### src/rtl/core_pkg.sv
// Shared core definitions: memory-port owner states, funct3 encodings and
// the default placement of the data region in the unified memory.
package core_pkg;

    typedef enum logic [1:0] {
        OWN_NONE  = 2'd0,
        OWN_IF    = 2'd1,
        OWN_DLOAD = 2'd2
    } owner_e;

    localparam logic [2:0] FUNCT3_WORD       = 3'b010;
    localparam int         DATA_BASE_DEFAULT = 88;

    // Width of a counter that must reach max_val; never narrower than one bit.
    function automatic int cnt_width(input int max_val);
        return (max_val < 1) ? 1 : $clog2(max_val + 1);
    endfunction

endpackage

### src/rtl/starve_counter.sv
// Saturating counter of consecutive data grants taken while a fetch waits.
// Clear wins over increment; full flags the saturation value.
module starve_counter
    import core_pkg::*;
#(
    parameter int MAX_VAL = 4,
    parameter int W       = cnt_width(MAX_VAL)
) (
    input  logic         clk,
    input  logic         rst,
    input  logic         inc,
    input  logic         clr,
    output logic [W-1:0] cnt,
    output logic         full
);

    assign full = (cnt == W'(MAX_VAL));

    // Count up to MAX_VAL and stick there until the fetch side gets a slot.
    // NOTE: sequential state is written with <= so every flop samples pre-edge values.
    always_ff @(posedge clk or posedge rst) begin
        if (rst) begin
            cnt <= '0;
        end else if (clr) begin
            cnt <= '0;
        end else if (inc && !full) begin
            cnt <= cnt + W'(1);
        end
    end

endmodule

### src/rtl/mem_port_arbiter.sv
// Arbiter for the single-port unified memory shared by fetch and MEM stage.
// Data wins conflicts until the starvation counter saturates; read data is
// registered and returned one cycle after the grant to the slot's owner.
module mem_port_arbiter
    import core_pkg::*;
#(
    parameter int ADDR_W     = 8,
    parameter int DATA_BASE  = DATA_BASE_DEFAULT,
    parameter int STARVE_MAX = 4
) (
    input  logic              clk,
    input  logic              rst,
    // fetch port
    input  logic              if_req,
    input  logic [31:0]       if_addr,
    output logic              if_gnt,
    output logic              if_rvalid,
    output logic [31:0]       if_rdata,
    // data port
    input  logic              d_req,
    input  logic              d_we,
    input  logic [2:0]        d_funct3,
    input  logic [31:0]       d_addr,
    input  logic [31:0]       d_wdata,
    output logic              d_gnt,
    output logic              d_rvalid,
    output logic [31:0]       d_rdata,
    // pipeline control
    output logic              fetch_stall,
    // memory side
    output logic              mem_read,
    output logic              mem_write,
    output logic [2:0]        mem_funct3,
    output logic [ADDR_W-1:0] mem_addr,
    output logic [31:0]       mem_wdata,
    input  logic [31:0]       mem_rdata
);

    localparam int                CNT_W    = cnt_width(STARVE_MAX);
    localparam logic [ADDR_W-1:0] DATA_OFS = ADDR_W'(DATA_BASE);

    logic             starve_full;
    logic [CNT_W-1:0] starve_cnt;
    owner_e           state;

    // Upper address bits are outside the memory and intentionally dropped.
    logic unused_addr_bits;
    assign unused_addr_bits = ^{if_addr[31:ADDR_W], d_addr[31:ADDR_W]};

    // Data has priority unless the fetch side has waited STARVE_MAX grants;
    // both grants are forced low while reset is asserted.
    assign d_gnt       = ~rst & d_req & ~(if_req & starve_full);
    assign if_gnt      = ~rst & if_req & (~d_req | starve_full);
    assign fetch_stall = if_req & ~if_gnt;

    starve_counter #(
        .MAX_VAL (STARVE_MAX),
        .W       (CNT_W)
    ) u_starve (
        .clk  (clk),
        .rst  (rst),
        .inc  (d_gnt & if_req),
        .clr  (if_gnt),
        .cnt  (starve_cnt),
        .full (starve_full)
    );

    // Steer the granted requester onto the memory strobes; idle drives zeros.
    // NOTE: every output gets a default first so no latch is inferred.
    always_comb begin
        mem_read   = 1'b0;
        mem_write  = 1'b0;
        mem_funct3 = 3'b000;
        mem_addr   = '0;
        mem_wdata  = '0;
        if (if_gnt) begin
            mem_read   = 1'b1;
            mem_funct3 = FUNCT3_WORD;
            mem_addr   = if_addr[ADDR_W-1:0];
        end else if (d_gnt) begin
            mem_read   = ~d_we;
            mem_write  = d_we;
            mem_funct3 = d_funct3;
            mem_addr   = d_addr[ADDR_W-1:0] + DATA_OFS;
            mem_wdata  = d_wdata;
        end
    end

    // Owner FSM plus response capture: remember who owns the read in flight
    // and latch memory data into that requester's register at the grant edge.
    // NOTE: the rdata registers are reset too, so a read lost to reset never
    // leaves stale data visible afterwards.
    always_ff @(posedge clk or posedge rst) begin
        if (rst) begin
            state    <= OWN_NONE;
            if_rdata <= '0;
            d_rdata  <= '0;
        end else begin
            if (if_gnt) begin
                state    <= OWN_IF;
                if_rdata <= mem_rdata;
            end else if (d_gnt && !d_we) begin
                state    <= OWN_DLOAD;
                d_rdata  <= mem_rdata;
            end else begin
                state    <= OWN_NONE;
            end
        end
    end

    assign if_rvalid = (state == OWN_IF);
    assign d_rvalid  = (state == OWN_DLOAD);

endmodule

### config.mk
export PLATFORM = sky130hd
export DESIGN_NAME = mem_port_arbiter
export DESIGN_NICKNAME = d
export VERILOG_FILES = /design/src/rtl/core_pkg.sv /design/src/rtl/starve_counter.sv /design/src/rtl/mem_port_arbiter.sv
export SDC_FILE = /design/constraint.sdc
export NUM_CORES = 1
export LEC_CHECK = 0
export ABC_AREA = 1
export ABC_CLOCK_PERIOD_IN_PS = 2900
export BUFFER_PORTS_ARGS = -buffer_cell sky130_fd_sc_hd__buf_4
export CAP_MARGIN = 20
export CORE_ASPECT_RATIO = 0.7
export CORE_UTILIZATION = 40
export CTS_BUF_LIST = sky130_fd_sc_hd__clkbuf_8
export CTS_CLUSTER_SIZE = 8
export DETAILED_ROUTE_END_ITERATION = 10
export GPL_ROUTABILITY_DRIVEN = 0
export PLACE_DENSITY = 0.91
export SYNTH_ARGS = -nofsm -noshare
export SYNTH_HDL_FRONTEND = slang
export SYNTH_SLANG_ARGS = --single-unit
### constraint.sdc
create_clock -name clk -period 2.9 [get_ports clk]
set_input_delay 0.435 -clock clk [delete_from_list [all_inputs] [get_ports clk]]
set_output_delay 0.435 -clock clk [all_outputs]
set_load 0.01 [all_outputs]
==> flow_summary.yaml, run 1 <==
timing:
  period_minus_slack_ps: 2294
  relSlewSlack_pct: 53.33
  holdWs_ps: 186.3
  fin_crit_sh_pct: 79.10
  max_clock_freq_ghz: 0.4359
  rsz0062_at_grt: "false"
  fin_tns_setup_ps: 0
  finClkSkew_ps: 11.88
  hold_viol: 0
  worst_pin_slew_ps: 700.0
  drv_slew: 0
  fin_ws_ps: 606.1
  finalSetupViolCount: 0
synth:
  syn_avg_cell_area_sq_um: 8.353
  syn_area_sq_um: 3224
  synth.distinct_cells: 20
  yosys_register_bits: 69
  synthCells: 386
  seq_area_frac_synth_pct: 53.55
  syn-num-nets: 525
  yosysWarnings: 0
floorplan:
  start_util_pct: 42.72
  core_sq_um: 7547
  die_w_um: 109.3
  design.die.area_sq_um: 8429
  placementRows: 26
  die_h_um: 77.12
  num_io_pins: 250
finish:
  fin_util_pct: 66.28
  diodes: 0
  nNetsFinal: 723
  final_area_sq_um: 5002
  area_delta_synth_final_pct: 55.14
  drive_gt1_share_pct: 41.77
setup_path:
  critPathMaxFanout: 34
  crit_path_start_kind: "flop"
  cp-end-kind: "output port"
  criticalPathCategory: "flop to output port"
  critPathArrivalTime_ps: 1860
  critPathRequiredTime_ps: 2470
clocking:
  clock_latency_ps: 340
  cts-root-buf: "clkbuf_8"
  postCtsResizedCells: 0
  clockBufferDepth: 2
  cts_made_buffers: 9
  cts.sinks: 69
  post_cts_buffers: 0
  cts_hold_buf: 0
  cts.htree.levels: 3
  clk_pin_slew_ps: 70
  cts_tree: "done"
global_routing:
  gr-total-overflow: 0
  grt_pass1_vias: 3107
  grtUsageTotal_pct: 22.23
  grt_pass1_wl_um: 14580
  antenna_found_initial: 0
  grt_max_degree: 66
power:
  p_per_area_nw_per_um2: 670.4
  pwr-share-clk_pct: 28.4
  intPower_mw: 2.336
  p_seq_share_pct: 40.1
  swShare_pct: 30.34
  comb_power_share_pct: 31.5
  p_sw_mw: 1.017
  worst_ir_drop_vdd_uv: 378.4
  p_leak_nw: 2.951
detailed_routing:
  drt_wl_total_um: 8982
  num_vias: 3131
  drtPass1Iterations: 4
  viasPerCell: 4.557
  ant_nets: 0
  wire_per_inst_um: 13.07
  drtIter0Drc: 143
  drc: 0
placed_design:
  hpwl_um: 6877
  io_buffer_count: 201
  dpl_cell_area_sq_um: 4755
  place_ws_ps: 950.4
min_path:
  worstHoldPathType: "primary input to async pin"
run_status:
  status: "finished clean"
flow_run:
  drv_cap: 0
-- cell type report --
class / instances / area, sq um
Clock buffer: 10 / 137.6
Clock inverter: 6 / 110.1
Fill cell: 636 / 2545
Inverter: 81 / 304.0
Multi-Input combinational cell: 218 / 1050
Sequential cell: 69 / 1727
Tap cell: 98 / 122.6
Timing Repair Buffer: 205 / 1551
-- state kept, by name, summed over array words and instances (netlist names) --
name and cells:
d_rdata 32, if_rdata 32, state 2, u_starve.cnt 3
-- cells in the final DEF, fill, tap and decap left out, drive strengths merged --
cell	instances
clkinvlp	1
inv	83
nor2	40
ha	3
o21ai	70
nand3	8
nand3b	1
buf	205
xor2	2
bufinv	3
clkbuf	10
nand2	94
dfrtp	69
-- cells in the mapped netlist (all sizes together) --
library cell	instances	area [sq um]
o21ai	70	421.7
xor2	2	17.52
nor2	40	160.2
nand3	8	45.04
dfrtp	69	1727
nand3b	1	7.510
buf	15	131.4
ha	3	37.54
clkbuf	3	12.51
inv	81	304.0
nand2	94	360.3
-- critical path: stages (launching register included) --
cell and delay (ps):
dfrtp_1 380, inv_1 90, ha_1 180, nand2_1 60, nand2_1 100, nand2_4 200
inv_2 230, nand2_1 70, o21ai_1 80, buf_4 140
-- logic make-up (layout without fill, tap and decap cells) --
logic type	count (synthesis)	in the layout	share of synthesized area (%)
and+or+nand+nor	143	143	17.77
buffers and inverters	99	302	13.89
AOI/OAI and AO/OA	70	70	13.08
DFF	69	69	53.55
adders and majority gates	3	3	1.164
xor gates and xnor gates	2	2	0.5434
-- power groups by stage --
stage          clock network (mW)  registers (mW)  logic (mW)
2_1_floorplan                   0            1.44       0.379
3_3_place_gp                    0            1.34        1.03
3_5_place_dp                    0            1.35        1.07
4_1_cts                     0.982            1.34        1.07
5_1_grt                      1.02            1.37        1.17
6_report                    0.953            1.34        1.06
-- worst paths after layout --
kind,startpoint,end,slack (ps),cells past startpoint
hold reg to reg,d_rdata[12]$_DFFE_PP0P_,d_rdata[12]$_DFFE_PP0P_,490,2
hold / removal,rst,if_rdata[18]$_DFFE_PP0P_,190,2
min in group clk,mem_rdata[7],d_rdata[7]$_DFFE_PP0P_,370,3
setup reg to reg,u_starve.cnt[0]$_DFFE_PP0P_,u_starve.cnt[1]$_DFFE_PP0P_,1110,8
setup / recovery,u_starve.cnt[0]$_DFFE_PP0P_,mem_addr[4],610,9
max in group asynchronous,rst,u_starve.cnt[0]$_DFFE_PP0P_,2090,3
-- metrics by stage --
step / power, mW / std cells
final: 3.354 / 687
after global placement: 2.373 / 671
after CTS: 3.395 / 687
after detailed placement: 2.424 / 671
after floorplan: 1.823 / 386
after global routing: 3.560 / 687
-- metal layers --
layer	share of wire [%]	GRT usage (%)	vias up
met1	42	26.18	1451
met5	0	0	-
met2	48	38.11	118
met3	8.7	7.993	12
li1	-	-	1550
met4	1.3	5.867	0
No activity file was read; power rests on OpenSTA's default activity.
==> run 2: changes to the inputs <==
--- a/config.mk
+++ b/config.mk
@@ -6,16 +6,16 @@
 export NUM_CORES = 1
 export LEC_CHECK = 0
 export ABC_AREA = 1
-export ABC_CLOCK_PERIOD_IN_PS = 2900
+export ABC_CLOCK_PERIOD_IN_PS = 2000
 export BUFFER_PORTS_ARGS = -buffer_cell sky130_fd_sc_hd__buf_4
 export CAP_MARGIN = 20
 export CORE_ASPECT_RATIO = 0.7
-export CORE_UTILIZATION = 40
+export CORE_UTILIZATION = 37
 export CTS_BUF_LIST = sky130_fd_sc_hd__clkbuf_8
 export CTS_CLUSTER_SIZE = 8
 export DETAILED_ROUTE_END_ITERATION = 10
 export GPL_ROUTABILITY_DRIVEN = 0
-export PLACE_DENSITY = 0.91
+export PLACE_DENSITY = 0.89
 export SYNTH_ARGS = -nofsm -noshare
 export SYNTH_HDL_FRONTEND = slang
 export SYNTH_SLANG_ARGS = --single-unit
==> constraint.sdc (replaced) <==
create_clock -name clk -period 2 [get_ports clk]
set_input_delay 0.3 -clock clk [delete_from_list [all_inputs] [get_ports clk]]
set_output_delay 0.3 -clock clk [all_outputs]
set_load 0.01 [all_outputs]
==> flow_summary.yaml, run 2 (synthesis gave the netlist of run 1 again) <==
clocking:
  cts-root-buf: "clkbuf_8"
  cts.sinks: 69
  cts_hold_buf: 0
  clockBufferDepth: 2
  clk_pin_slew_ps: 70
  cts_tree: "done"
  cts_made_buffers: 9
  clock_latency_ps: 340
  cts.htree.levels: 3
detailed_routing:
  ant_nets: 0
  wire_per_inst_um: 12.91
  drtPass1Iterations: 5
  drtIter0Drc: 156
  drt_wl_total_um: 9233
  viasPerCell: 4.403
  drc: 0
  num_vias: 3148
placed_design:
  place_ws_ps: 332.2
  dp_cells: 694
  hpwl_um: 6475
  dpl_cell_area_sq_um: 4818
  io_buffer_count: 201
setup_path:
  critPathArrivalTime_ps: 1600
  reg2reg_slack_ps: 360
  critPathRequiredTime_ps: 1700
  rr_worst_depth: 9
  cp-end-kind: "output port"
  r2r-end: "u_starve.cnt[2]$_DFFE_PP0P_"
  criticalPathCategory: "flop to output port"
  reg2reg_from: "u_starve.cnt[1]$_DFFE_PP0P_"
  critPathMaxFanout: 18
  crit_path_start_kind: "flop"
finish:
  final_cells: 715
  fin_util_pct: 61.19
  top_regs: "d_rdata (32), if_rdata (32), u_starve.cnt (3)"
  nNetsFinal: 729
  fillCellCount: 703
  area_delta_synth_final_pct: 60.22
  drive_gt1_share_pct: 43.70
  layout_common_cells: "204 x buf_4, 91 x nand2_1, 75 x inv_1, 69 x dfrtp_1, 39 x o21ai_0"
  diodes: 0
  mostFrequentLayoutCell: "buf_4"
  final_area_sq_um: 5166
power:
  p_leak_nw: 3.003
  worst_ir_drop_vdd_uv: 662.8
  total_power_mw: 4.731
  p_per_area_nw_per_um2: 915.7
floorplan:
  core_sq_um: 8443
  start_util_pct: 38.19
  die_h_um: 80.11
  num_io_pins: 250
  placementRows: 28
  die_w_um: 113.6
  design.die.area_sq_um: 9098
timing:
  period_minus_slack_ps: 1896
  finalSetupViolCount: 0
  rsz0062_at_grt: "false"
  fin_crit_sh_pct: 94.80
  max_clock_freq_ghz: 0.5274
  fin_ws_ps: 104.0
  holdWs_ps: 69.33
  hold_viol: 0
  fin_tns_setup_ps: 0
  worst_pin_slew_ps: 409.0
  relSlewSlack_pct: 72.73
  drv_slew: 0
  finClkSkew_ps: 6.822
global_routing:
  grt_pass1_vias: 2928
  grtUsageTotal_pct: 20.19
  grt_pass1_wl_um: 14170
  gr-total-overflow: 0
  grt_max_degree: 70
  antenna_found_initial: 0
min_path:
  worstHoldPathType: "primary input to async pin"
run_status:
  status: "finished clean"
flow_run:
  drv_cap: 0
[run 2: layout make-up]
class	instances	area (sq um)	share of cell area (%)
Timing Repair Buffer	210	1684	32.60
Sequential cell	69	1727	33.42
Inverter	81	312.8	6.055
Tap cell	120	150.1	2.906
Timing Repair inverter	1	5.005	0.09688
Clock buffer	11	151.4	2.930
Multi-Input combinational cell	218	1077	20.85
Clock inverter	5	58.81	1.138
[run 2: worst max-delay path, stage by stage, from the launching register on]
cell,delay (ps)
dfrtp_1,400
inv_2,90
ha_4,140
nand2_1,70
nand2_2,90
nand2_4,100
buf_16,180
nand2_1,80
buf_4,120
[run 2: metal layers]
metal / GRT usage, % / share of wire [%] / up-vias
li1: - / - / 1565
met1: 25.39 / 43 / 1454
met3: 5.962 / 7.5 / 11
met2: 33.66 / 48 / 118
met4: 6.184 / 1.1 / 0
met5: 0 / 0 / -
[run 2: repair_timing]
action                                  4_1_cts  5_1_grt
gates resized for setup                       7        6
endpoints found under the setup margin       10       46
cloned                                        2        2
endpoints found under the hold margin         0        0
buffers inserted                              0        1
pin swaps                                     1        3
[run 2: worst max path at each step]
stage	startpoint	end	slack (ps)	depth (start not counted)
after floorplan	u_starve.cnt[0]$_DFFE_PP0P_	mem_funct3[0]	480	7
after global routing	u_starve.cnt[1]$_DFFE_PP0P_	mem_funct3[1]	3	8
after global placement	u_starve.cnt[0]$_DFFE_PP0P_	mem_funct3[1]	370	8
after detailed placement	u_starve.cnt[0]$_DFFE_PP0P_	mem_funct3[1]	330	8
final	u_starve.cnt[1]$_DFFE_PP0P_	mem_funct3[1]	100	8
after CTS	u_starve.cnt[0]$_DFFE_PP0P_	mem_funct3[1]	-9	8
[run 2: where the power goes]
group          total (mW)  internal, mW  switching (mW)
clock network        1.16         0.643           0.517
logic                1.62         0.845           0.778
registers            1.95          1.74           0.209
